### config.mk
export PLATFORM = sky130hd
export DESIGN_NAME = cv32e40p_apu_arbiter_flat
export DESIGN_NICKNAME = d
export VERILOG_FILES = /design/src/rtl/cv32e40p_apu_arbiter_if.sv /design/src/rtl/cv32e40p_apu_arbiter.sv /design/src/flat_wrapper.sv
export SDC_FILE = /design/constraint.sdc
export NUM_CORES = 1
export LEC_CHECK = 0
export CAP_MARGIN = 25
export CORE_AREA = 2 2 170 172
export DETAILED_ROUTE_END_ITERATION = 10
export DIE_AREA = 0 0 172 174
export GPL_TIMING_DRIVEN = 1
export PLACE_DENSITY = 0.38
export REMOVE_ABC_BUFFERS = 1
export SYNTH_ARGS = -nofsm -noshare
export SYNTH_HDL_FRONTEND = slang
export SYNTH_SLANG_ARGS = --single-unit
### constraint.sdc
create_clock -name clk_i -period 5.62 [get_ports clk_i]
set_input_delay 1.686 -clock clk_i [delete_from_list [all_inputs] [get_ports clk_i]]
set_output_delay 1.686 -clock clk_i [all_outputs]
set_load 0.05 [all_outputs]
### src/rtl/cv32e40p_apu_arbiter_if.sv
// Bundle of core-side and APU-side signals of the shared-APU arbiter.
// The slave modport is the arbiter's view; the master modport is the
// environment (cores plus APU) driving it.
interface cv32e40p_apu_arbiter_if #(
  parameter int unsigned NUM_CORES        = 2,
  parameter int unsigned APU_NARGS_CPU    = 3,
  parameter int unsigned APU_WOP_CPU      = 6,
  parameter int unsigned APU_NDSFLAGS_CPU = 15,
  parameter int unsigned APU_NUSFLAGS_CPU = 5
);

  // core side
  logic [NUM_CORES-1:0]                    core_apu_req_i;
  logic [NUM_CORES-1:0]                    core_apu_gnt_o;
  logic [NUM_CORES*APU_NARGS_CPU*32-1:0]   core_apu_operands_i;
  logic [NUM_CORES*APU_WOP_CPU-1:0]        core_apu_op_i;
  logic [NUM_CORES*APU_NDSFLAGS_CPU-1:0]   core_apu_flags_i;
  logic [NUM_CORES-1:0]                    core_apu_rvalid_o;
  logic [31:0]                             core_apu_result_o;
  logic [APU_NUSFLAGS_CPU-1:0]             core_apu_flags_o;

  // shared APU side
  logic                                    apu_req_o;
  logic                                    apu_gnt_i;
  logic [APU_NARGS_CPU*32-1:0]             apu_operands_o;
  logic [APU_WOP_CPU-1:0]                  apu_op_o;
  logic [APU_NDSFLAGS_CPU-1:0]             apu_flags_o;
  logic                                    apu_rvalid_i;
  logic [31:0]                             apu_result_i;
  logic [APU_NUSFLAGS_CPU-1:0]             apu_flags_i;

  logic                                    resp_err_o;

  modport slave (
    input  core_apu_req_i, core_apu_operands_i, core_apu_op_i, core_apu_flags_i,
    input  apu_gnt_i, apu_rvalid_i, apu_result_i, apu_flags_i,
    output core_apu_gnt_o, core_apu_rvalid_o, core_apu_result_o, core_apu_flags_o,
    output apu_req_o, apu_operands_o, apu_op_o, apu_flags_o, resp_err_o
  );

  modport master (
    output core_apu_req_i, core_apu_operands_i, core_apu_op_i, core_apu_flags_i,
    output apu_gnt_i, apu_rvalid_i, apu_result_i, apu_flags_i,
    input  core_apu_gnt_o, core_apu_rvalid_o, core_apu_result_o, core_apu_flags_o,
    input  apu_req_o, apu_operands_o, apu_op_o, apu_flags_o, resp_err_o
  );

endinterface

### src/rtl/cv32e40p_apu_arbiter.sv
// Round-robin arbiter sharing one APU between NUM_CORES cores. Grants and
// responses are routed combinationally; an in-order tag FIFO remembers which
// core issued each outstanding operation.
module cv32e40p_apu_arbiter #(
  parameter int unsigned NUM_CORES        = 2,
  parameter int unsigned APU_NARGS_CPU    = 3,
  parameter int unsigned APU_WOP_CPU      = 6,
  parameter int unsigned APU_NDSFLAGS_CPU = 15,
  parameter int unsigned APU_NUSFLAGS_CPU = 5,
  parameter int unsigned MAX_OUTSTANDING  = 2
) (
  input  logic                     clk_i,
  input  logic                     rst_i,
  cv32e40p_apu_arbiter_if.slave    bus
);

  localparam int unsigned IDW = $clog2(NUM_CORES);
  localparam int unsigned PW  = (MAX_OUTSTANDING > 1) ? $clog2(MAX_OUTSTANDING) : 1;
  localparam int unsigned CW  = $clog2(MAX_OUTSTANDING + 1);
  localparam int unsigned OPW = APU_NARGS_CPU * 32;

  typedef enum logic {
    IDLE,
    WAIT_GNT
  } state_t;

  state_t          state;
  logic [IDW-1:0]  rr_ptr;
  logic [IDW-1:0]  lock_id;
  logic [IDW-1:0]  rr_sel;
  logic [IDW-1:0]  sel;

  logic [IDW-1:0]  tag_mem [MAX_OUTSTANDING];
  logic [PW-1:0]   wr_ptr;
  logic [PW-1:0]   rd_ptr;
  logic [CW-1:0]   count;

  logic            fifo_full;
  logic            fifo_empty;
  logic            rst_q;
  logic            out_block;
  logic            push;
  logic            pop;
  logic            resp_err;

  assign fifo_full  = (count == CW'(MAX_OUTSTANDING));
  assign fifo_empty = (count == '0);
  // Outputs stay quiet during reset and for one cycle after it.
  assign out_block  = rst_i | rst_q;

  // Rotating-priority search starting at rr_ptr.
  always_comb begin
    logic        found;
    int unsigned idx;
    found  = 1'b0;
    idx    = 0;
    rr_sel = rr_ptr;
    for (int unsigned i = 0; i < NUM_CORES; i++) begin
      idx = (32'(rr_ptr) + i) % NUM_CORES;
      if (!found && bus.core_apu_req_i[IDW'(idx)]) begin
        rr_sel = IDW'(idx);
        found  = 1'b1;
      end
    end
  end

  // Request, grant, response routing and payload mux.
  always_comb begin
    sel           = (state == WAIT_GNT) ? lock_id : rr_sel;
    bus.apu_req_o = !out_block &&
                    ((state == WAIT_GNT) || ((|bus.core_apu_req_i) && !fifo_full));
    push          = bus.apu_req_o & bus.apu_gnt_i;
    pop           = bus.apu_rvalid_i & !fifo_empty & !out_block;

    bus.core_apu_gnt_o         = '0;
    bus.core_apu_gnt_o[sel]    = push;
    bus.core_apu_rvalid_o      = '0;
    bus.core_apu_rvalid_o[tag_mem[rd_ptr]] = pop;
    bus.core_apu_result_o      = bus.apu_result_i;
    bus.core_apu_flags_o       = bus.apu_flags_i;

    bus.apu_operands_o = '0;
    bus.apu_op_o       = '0;
    bus.apu_flags_o    = '0;
    if (bus.apu_req_o) begin
      bus.apu_operands_o = bus.core_apu_operands_i[32'(sel)*OPW +: OPW];
      bus.apu_op_o       = bus.core_apu_op_i[32'(sel)*APU_WOP_CPU +: APU_WOP_CPU];
      bus.apu_flags_o    = bus.core_apu_flags_i[32'(sel)*APU_NDSFLAGS_CPU +: APU_NDSFLAGS_CPU];
    end
  end

  assign bus.resp_err_o = resp_err;

  // Arbitration FSM: lock the selected core while the APU withholds its grant.
  always_ff @(posedge clk_i) begin
    if (rst_i) begin
      state   <= IDLE;
      lock_id <= '0;
      rr_ptr  <= '0;
    end else begin
      case (state)
        IDLE: begin
          if (!bus.apu_gnt_i && bus.apu_req_o) begin
            lock_id <= sel;
            state   <= WAIT_GNT;
          end
        end
        WAIT_GNT: begin
          if (bus.apu_gnt_i) state <= IDLE;
        end
        default: state <= IDLE;
      endcase
      if (push) begin
        rr_ptr <= (32'(sel) == NUM_CORES - 1) ? '0 : sel + 1'b1;
      end
    end
  end

  // Tag storage; contents are only meaningful between write and read pointers.
  always_ff @(posedge clk_i) begin
    if (push) tag_mem[wr_ptr] <= sel;
  end

  // Tag FIFO pointers and occupancy.
  always_ff @(posedge clk_i) begin
    if (rst_i) begin
      wr_ptr <= '0;
      rd_ptr <= '0;
      count  <= '0;
    end else begin
      if (push) wr_ptr <= (32'(wr_ptr) == MAX_OUTSTANDING - 1) ? '0 : wr_ptr + 1'b1;
      if (pop)  rd_ptr <= (32'(rd_ptr) == MAX_OUTSTANDING - 1) ? '0 : rd_ptr + 1'b1;
      case ({push, pop})
        2'b10:   count <= count + 1'b1;
        2'b01:   count <= count - 1'b1;
        default: count <= count;
      endcase
    end
  end

  // Reset tracker and sticky error for responses with nothing outstanding.
  always_ff @(posedge clk_i) begin
    rst_q <= rst_i;
    if (rst_i) begin
      resp_err <= 1'b0;
    end else if (bus.apu_rvalid_i && fifo_empty) begin
      resp_err <= 1'b1;
    end
  end

endmodule

### src/flat_wrapper.sv
// flat-port wrapper written by rule: the top's interface ports become plain ports
module cv32e40p_apu_arbiter_flat 
#(
  parameter int unsigned NUM_CORES        = 2,
  parameter int unsigned APU_NARGS_CPU    = 3,
  parameter int unsigned APU_WOP_CPU      = 6,
  parameter int unsigned APU_NDSFLAGS_CPU = 15,
  parameter int unsigned APU_NUSFLAGS_CPU = 5,
  parameter int unsigned MAX_OUTSTANDING  = 2
)
  (clk_i, rst_i, bus_core_apu_req_i, bus_core_apu_operands_i, bus_core_apu_op_i, bus_core_apu_flags_i, bus_apu_gnt_i, bus_apu_rvalid_i, bus_apu_result_i, bus_apu_flags_i, bus_core_apu_gnt_o, bus_core_apu_rvalid_o, bus_core_apu_result_o, bus_core_apu_flags_o, bus_apu_req_o, bus_apu_operands_o, bus_apu_op_o, bus_apu_flags_o, bus_resp_err_o);
  cv32e40p_apu_arbiter_if #(.NUM_CORES(NUM_CORES), .APU_NARGS_CPU(APU_NARGS_CPU), .APU_WOP_CPU(APU_WOP_CPU), .APU_NDSFLAGS_CPU(APU_NDSFLAGS_CPU), .APU_NUSFLAGS_CPU(APU_NUSFLAGS_CPU)) bus_i ();
  input  logic clk_i;
  input  logic rst_i;
  input wire logic [$bits(bus_i.core_apu_req_i)-1:0] bus_core_apu_req_i;
  input wire logic [$bits(bus_i.core_apu_operands_i)-1:0] bus_core_apu_operands_i;
  input wire logic [$bits(bus_i.core_apu_op_i)-1:0] bus_core_apu_op_i;
  input wire logic [$bits(bus_i.core_apu_flags_i)-1:0] bus_core_apu_flags_i;
  input wire logic [$bits(bus_i.apu_gnt_i)-1:0] bus_apu_gnt_i;
  input wire logic [$bits(bus_i.apu_rvalid_i)-1:0] bus_apu_rvalid_i;
  input wire logic [$bits(bus_i.apu_result_i)-1:0] bus_apu_result_i;
  input wire logic [$bits(bus_i.apu_flags_i)-1:0] bus_apu_flags_i;
  output wire logic [$bits(bus_i.core_apu_gnt_o)-1:0] bus_core_apu_gnt_o;
  output wire logic [$bits(bus_i.core_apu_rvalid_o)-1:0] bus_core_apu_rvalid_o;
  output wire logic [$bits(bus_i.core_apu_result_o)-1:0] bus_core_apu_result_o;
  output wire logic [$bits(bus_i.core_apu_flags_o)-1:0] bus_core_apu_flags_o;
  output wire logic [$bits(bus_i.apu_req_o)-1:0] bus_apu_req_o;
  output wire logic [$bits(bus_i.apu_operands_o)-1:0] bus_apu_operands_o;
  output wire logic [$bits(bus_i.apu_op_o)-1:0] bus_apu_op_o;
  output wire logic [$bits(bus_i.apu_flags_o)-1:0] bus_apu_flags_o;
  output wire logic [$bits(bus_i.resp_err_o)-1:0] bus_resp_err_o;
  assign bus_i.core_apu_req_i = bus_core_apu_req_i;
  assign bus_i.core_apu_operands_i = bus_core_apu_operands_i;
  assign bus_i.core_apu_op_i = bus_core_apu_op_i;
  assign bus_i.core_apu_flags_i = bus_core_apu_flags_i;
  assign bus_i.apu_gnt_i = bus_apu_gnt_i;
  assign bus_i.apu_rvalid_i = bus_apu_rvalid_i;
  assign bus_i.apu_result_i = bus_apu_result_i;
  assign bus_i.apu_flags_i = bus_apu_flags_i;
  assign bus_core_apu_gnt_o = bus_i.core_apu_gnt_o;
  assign bus_core_apu_rvalid_o = bus_i.core_apu_rvalid_o;
  assign bus_core_apu_result_o = bus_i.core_apu_result_o;
  assign bus_core_apu_flags_o = bus_i.core_apu_flags_o;
  assign bus_apu_req_o = bus_i.apu_req_o;
  assign bus_apu_operands_o = bus_i.apu_operands_o;
  assign bus_apu_op_o = bus_i.apu_op_o;
  assign bus_apu_flags_o = bus_i.apu_flags_o;
  assign bus_resp_err_o = bus_i.resp_err_o;
  cv32e40p_apu_arbiter #(.NUM_CORES(NUM_CORES), .APU_NARGS_CPU(APU_NARGS_CPU), .APU_WOP_CPU(APU_WOP_CPU), .APU_NDSFLAGS_CPU(APU_NDSFLAGS_CPU), .APU_NUSFLAGS_CPU(APU_NUSFLAGS_CPU), .MAX_OUTSTANDING(MAX_OUTSTANDING)) u_core (.clk_i(clk_i), .rst_i(rst_i), .bus(bus_i));
endmodule
Word-level counts from Yosys, hierarchy flattened
Memory sizes are Yosys's and may differ from the RTL's. A register that Yosys moved wholly into a read port is not among the register bits.
Index checks and enable logic that the tools add are counted.
{"block": "word_totals", "word_cells": 79, "ram_bits": 2, "input_bits": 277, "reg_bits": 9, "memories": 1}
{"block": "op_classes", "n_shift": 3, "reduce_logical": 17, "mux": 25, "bitwise": 7, "n_mul": 3, "n_addsub": 6, "magnitude_cmp": 6, "n_eq_ne": 3}
{"name": "u_core.tag_mem", "depth": 2, "width": 1, "rd": 1, "rd_clocked_by_memory_dff": 1, "wr": 1, "line_no": "cv32e40p_apu_arbiter.sv:33", "source": "logic [IDW-1:0] tag_mem [MAX_OUTSTANDING];"}
{"op": "$shiftx A192 B9 Y96", "n": 1}
{"op": "$mux W96", "n": 1}
{"op": "$shiftx A30 B6 Y15", "n": 1}
{"op": "$mux W1", "n": 18}
{"op": "$mux W15", "n": 1}
{"op": "$shiftx A12 B5 Y6", "n": 1}
{"op": "$lt A1 B2 Y1 const B", "n": 4}
{"op": "$logic_and A1 B1 Y1", "n": 7}
{"op": "$mul A1 B2 Y3 const B", "n": 2}
{"op": "$mux W6", "n": 1}
{"op": "$logic_not A1 Y1", "n": 5}
{"op": "$mul A1 B4 Y5 const B", "n": 1}
{"op": "$add A1 B1 Y1 const B", "n": 4}
{"op": "$and A2 B2 Y2", "n": 2}
{"op": "$eq A2 B2 Y1 const B", "n": 2}
{"op": "$pmux W2 S2", "n": 1}
{"op": "$and A1 B1 Y1", "n": 3}
{"op": "$add A2 B1 Y2 const B", "n": 1}
{"op": "$demux W1 S1", "n": 2}
{"op": "$eq A2 B1 Y1 const B", "n": 1}
{"op": "$ge A1 B1 Y1 const B", "n": 2}
{"op": "$logic_not A2 Y1", "n": 1}
{"op": "$pmux W1 S2", "n": 1}
{"op": "$reduce_and A2 Y1", "n": 1}
{"op": "other kinds (6)", "n": 6}

Logic depth before layout (Yosys ltp)
{"block": "logic_depth", "ltp_word": 12, "mapped_depth": 8}

Least setup slack after synthesis
OpenSTA, ideal clock, no wires.
{"block": "synth_path", "path_type": "input-to-output", "start": "input port rst_i", "end": "output port bus_apu_flags_o[0]", "slack_ps": 636, "path_buffers": 3, "arrival_time_ps": 3298, "required_ps": 3934, "stages": 6, "path_cell_list": "clkbuf_1 > nor2_1 > nand2_2 > buf_2 > buf_2 > a21oi_1"}
{"block": "synth_between", "elab_chain_cells": 4}
{"element": "start: declaration", "line_no": "flat_wrapper.sv:14", "source": "input logic rst_i;"}
{"element": "$or A1 B1 Y1", "line_no": "cv32e40p_apu_arbiter.sv:49", "source": "assign out_block = rst_i | rst_q;"}
{"element": "$logic_not A1 Y1", "line_no": "cv32e40p_apu_arbiter.sv:70", "source": "bus.apu_req_o = !out_block &&"}
{"element": "$logic_and A1 B1 Y1", "line_no": "cv32e40p_apu_arbiter.sv:70"}
{"element": "$mux W15", "line_no": "cv32e40p_apu_arbiter.sv:85", "source": "if (bus.apu_req_o) begin"}
{"element": "end: declaration", "line_no": "flat_wrapper.sv:30", "source": "output wire logic [$bits(bus_i.apu_flags_o)-1:0] bus_apu_flags_o;"}
No other way between the ends.

Final worst setup path
{"block": "layout_path", "start": "input port bus_core_apu_req_i[1]", "end": "output port bus_apu_flags_o[1]"}
{"block": "layout_between", "elab_chain_cells": 10, "word_cells_on_any_way": 16, "classes_between": "mul: 1; shift: 1; mux: 8; reduce/logical: 6"}
{"element": "start: declaration", "line_no": "flat_wrapper.sv:15", "source": "input wire logic [$bits(bus_i.core_apu_req_i)-1:0] bus_core_apu_req_i;"}
{"element": "$mux W1 (not written as such) (2 in series)", "line_no": "cv32e40p_apu_arbiter.sv:60", "source": "if (!found && bus.core_apu_req_i[IDW'(idx)]) begin"}
{"element": "$mux W1", "line_no": "cv32e40p_apu_arbiter.sv:60"}
{"element": "$logic_not A1 Y1", "line_no": "cv32e40p_apu_arbiter.sv:60"}
{"element": "$logic_and A1 B1 Y1", "line_no": "cv32e40p_apu_arbiter.sv:60"}
{"element": "$mux W1", "line_no": "cv32e40p_apu_arbiter.sv:60"}
{"element": "$mux W1", "line_no": "cv32e40p_apu_arbiter.sv:69", "source": "sel = (state == WAIT_GNT) ? lock_id : rr_sel;"}
{"element": "$mul A1 B4 Y5", "line_no": "cv32e40p_apu_arbiter.sv:88", "source": "bus.apu_flags_o = bus.core_apu_flags_i[32'(sel)*APU_NDSFLAGS_CPU +: APU_NDSFLAGS_CPU];"}
{"element": "$shiftx A30 B6 Y15", "line_no": "cv32e40p_apu_arbiter.sv:88"}
{"element": "$mux W15 (*)", "line_no": "cv32e40p_apu_arbiter.sv:85"}
Every way passes the cells marked *; elsewhere a longest branch is shown, timed or not. The select of a mux whose other input is x is not followed.

==> impl_metrics.env <==
export IMPL_outcome="finished, final reports clean"
export IMPL_instances_no_fill=1172
export IMPL_dpl_hpwl_um=16300
export IMPL_num_io_pins=437
export IMPL_max_stage_delay_ps=500
export IMPL_rr_startpoint="u_core.count[0]"
export IMPL_syn_inst=489
export IMPL_wl_per_cell_um=16.9
export IMPL_num_antenna_cells=0
export IMPL_synth_top_area_cell="nand2_1"
export IMPL_clkSinkCount=12
export IMPL_ys_types=29
export IMPL_cp_num_buf_inv=4
export IMPL_hold_viol=0
export IMPL_vdd_drop_max_mv=0.0655
export IMPL_whs_endpoint="u_core.bus.resp_err_o"
export IMPL_design_die_area_um2=29900
export IMPL_reg2reg_to="u_core.count[1]"
export IMPL_final_cell_mix="clkdlybuf4s50_1 (240), nand2_1 (235), buf_12 (128)"
export IMPL_drc=0
export IMPL_first_pass_iters=4
export IMPL_wirelength_um=19800
export IMPL_start_util_pct=8.79
export IMPL_postSynthAreaPerCell_um2=5.08
export IMPL_ys_ff_latch=12
export IMPL_tritoncts="yes"
export IMPL_critPathLaunchType="input pin"
export IMPL_h_tree_depth=1
export IMPL_fp_dieW_um=172
export IMPL_critical_path_class="in2out"
export IMPL_globalplace_congestion=0.747
export IMPL_detail_route_antenna_nets=0
export IMPL_synth_warnings=0
export IMPL_netlist_area_um2=2480
export IMPL_yosys_most_used_dff="dfxtp_1"
export IMPL_synth_xor_area_share_pct=1.06
export IMPL_num_vias=4249
export IMPL_antenna_found_initial=0
export IMPL_clk_path_buf_depth=2
export IMPL_synth_edf_count=2
export IMPL_reg2reg_slack_ps=3650
export IMPL_clkLatencyLatePin_ps=240
export IMPL_cts_setup_buffers=0
export IMPL_via_per_inst=3.63
export IMPL_die_h_um=174
export IMPL_ctsHoldBuffers=0
export IMPL_cp_max_fo=13
export IMPL_track_usage_pct=12.4
export IMPL_ys_async_sr_fraction_pct=0
export IMPL_power_leakage_nw=2.97
export IMPL_syn2layout_area_growth_pct=205
export IMPL_relSlewSlack_pct=64.6
export IMPL_rr_worst_depth=6
export IMPL_fin_ws_ps=214
export IMPL_ys_seq_area_share_pct=10.5
export IMPL_crit_path_end_kind="primary output"
export IMPL_grt_pass1_wl_um=27800
export IMPL_hp_start="u_core.bus.resp_err_o"
export IMPL_synthMuxAreaShare_pct=0.806
export IMPL_max_freq_mhz=185
export IMPL_synth_top_family_by_area="simple AND/OR/NAND/NOR gates"
export IMPL_core_area_um2=28200
export IMPL_cts_inserted_buffers=3
export IMPL_cp_top_family="buffers and inverters"
export IMPL_synth_top_area_share_pct=35.5
export IMPL_p_per_area_nw_per_um2=120
export IMPL_path_clk_slew_ps=40
export IMPL_io_buffer_count=362
export IMPL_root_buffer="clkbuf_16"
export IMPL_grt_max_degree=64
export IMPL_worst_slew_pin_slew_ps=530
export IMPL_fill_cells=3074
export IMPL_crit_path_top_delay_cell="clkdlybuf4s50_1"
export IMPL_layout_nets=1067
export IMPL_maxSlewViolCount=0
export IMPL_required_ps=3930
export IMPL_synth_fa_ha_area_share_pct=0.504
export IMPL_yosys_area_share_simple_pct=40.8
export IMPL_path_cells="clkdlybuf4s50_1 > a21boi_1 > o31a_2 > inv_4 > buf_4 > nand2_1 > a21oi_1 > buf_12"
export IMPL_cts_resized=0
export IMPL_dp_cells=1168
export IMPL_clock_skew_ps=0.976
export IMPL_fin_util_pct=26.8
export IMPL_rows=62
export IMPL_grt_remaining_overflow=0
export IMPL_maxCapViolCount=0
export IMPL_drt_initial_drc_count=206
export IMPL_holdPathStages=2
export IMPL_finalWorstPathRequiredPeriod_ps=5410
export IMPL_drive_above_1_share_pct=17.4
export IMPL_place_ws_ps=204
export IMPL_synth_area_leaders="nand2_1 (36%), a21oi_1 (24%), buf_4 (11%)"
export IMPL_rsz0062_at_grt="false"
export IMPL_cp_data_arrival_time_ps=3720
export IMPL_period_share_pct=96.2
export IMPL_whs_ps=485
export IMPL_grt_pass1_vias=4316
export IMPL_synth_compound_area_share_pct=26.5
export IMPL_final_common_cell="clkdlybuf4s50_1"
export IMPL_setup_viol=0
export IMPL_holdCritPathClass="reg2reg"
cells in the mapped netlist, types with 3 or more instances:
| cell | number |
|---|---|
| a21oi_1 | 119 |
| buf_1 | 8 |
| buf_2 | 27 |
| buf_4 | 38 |
| dfxtp_1 | 10 |
| inv_1 | 3 |
| nand2_1 | 235 |
| nor2_1 | 14 |
| nor2b_1 | 4 |
| o21ai_0 | 5 |
logic make-up (layout without fill, tap and decap cells):
group,Yosys count,count (layout)
AO/OA/AOI/OAI,129,129
adder cells (fa/ha/maj),1,1
AND/OR/NAND/NOR,262,262
buffers and inverters,80,379
XOR/XNOR,3,3
flip-flops,12,12
multiplexers,2,2
worst register-to-register path, cell delays in order, from the launching register on:
cell and delay [ps]:
dfxtp_1 380, nor2b_1 110, o21ai_1 250, nand3_1 280, ha_1 400, or3_1 350, a21oi_1 130
stage by stage:
step	TNS, ps	total power (W)	cell area (um^2)
2_1_floorplan	-252850	0.000369	2010
3_3_place_gp	0	0.000785	7480
3_5_place_dp	0	0.000782	7480
4_1_cts	0	0.000917	7560
5_1_grt	0	0.000954	7560
6_report	0	0.000905	7560
power breakdown:
| part | total, W | switching [W] | internal (W) |
|---|---|---|---|
| clock network | 0.000130 | 0.0000352 | 0.0000953 |
| logic | 0.000679 | 0.000332 | 0.000347 |
| registers | 0.0000948 | 0.00000283 | 0.0000920 |
worst max path at each step:
| stage | cells past startpoint | start | slack [ps] | to |
|---|---|---|---|---|
| after floorplan | 4 | bus_core_apu_req_i[0] | -2530 | bus_core_apu_gnt_o[0] |
| after global placement | 8 | bus_core_apu_req_i[1] | 220 | bus_apu_flags_o[3] |
| after detailed placement | 8 | bus_core_apu_req_i[1] | 200 | bus_apu_flags_o[3] |
| after CTS | 8 | bus_core_apu_req_i[1] | 210 | bus_apu_flags_o[3] |
| after global routing | 8 | bus_core_apu_req_i[1] | 110 | bus_apu_operands_o[0] |
| final | 8 | bus_core_apu_req_i[1] | 210 | bus_apu_flags_o[1] |
registers in the layout, indices dropped and copies added, names as in the netlist, named ones only:
register,cells
u_core.count,2
u_core.tag_mem,2
u_core.bus.resp_err_o,1
u_core.lock_id,1
u_core.rd_ptr,1
u_core.rr_ptr,1
u_core.rst_q,1
u_core.state,1
u_core.wr_ptr,1
area by class of cell:
class | count | area [um^2] | area share [%]
inverter | 4 | 17.5 | 0.232
tap | 384 | 480 | 6.35
multi-input combinational | 397 | 1740 | 23.0
timing repair buffer | 371 | 4990 | 66.0
clock buffer | 4 | 78.8 | 1.04
sequential | 12 | 260 | 3.44
routing by layer:
layer | share of wire, % | vias to the layer above | wire (um) | track usage, %
met5 | 0.62 | - | 123 | 3.01
met4 | 0.63 | 2 | 124 | 0.700
met3 | 13 | 20 | 2590 | 7.06
met2 | 46 | 252 | 9060 | 20.3
met1 | 40 | 1843 | 7870 | 14.5
li1 | - | 2132 | - | -
Power figures use the tool's default switching activity.
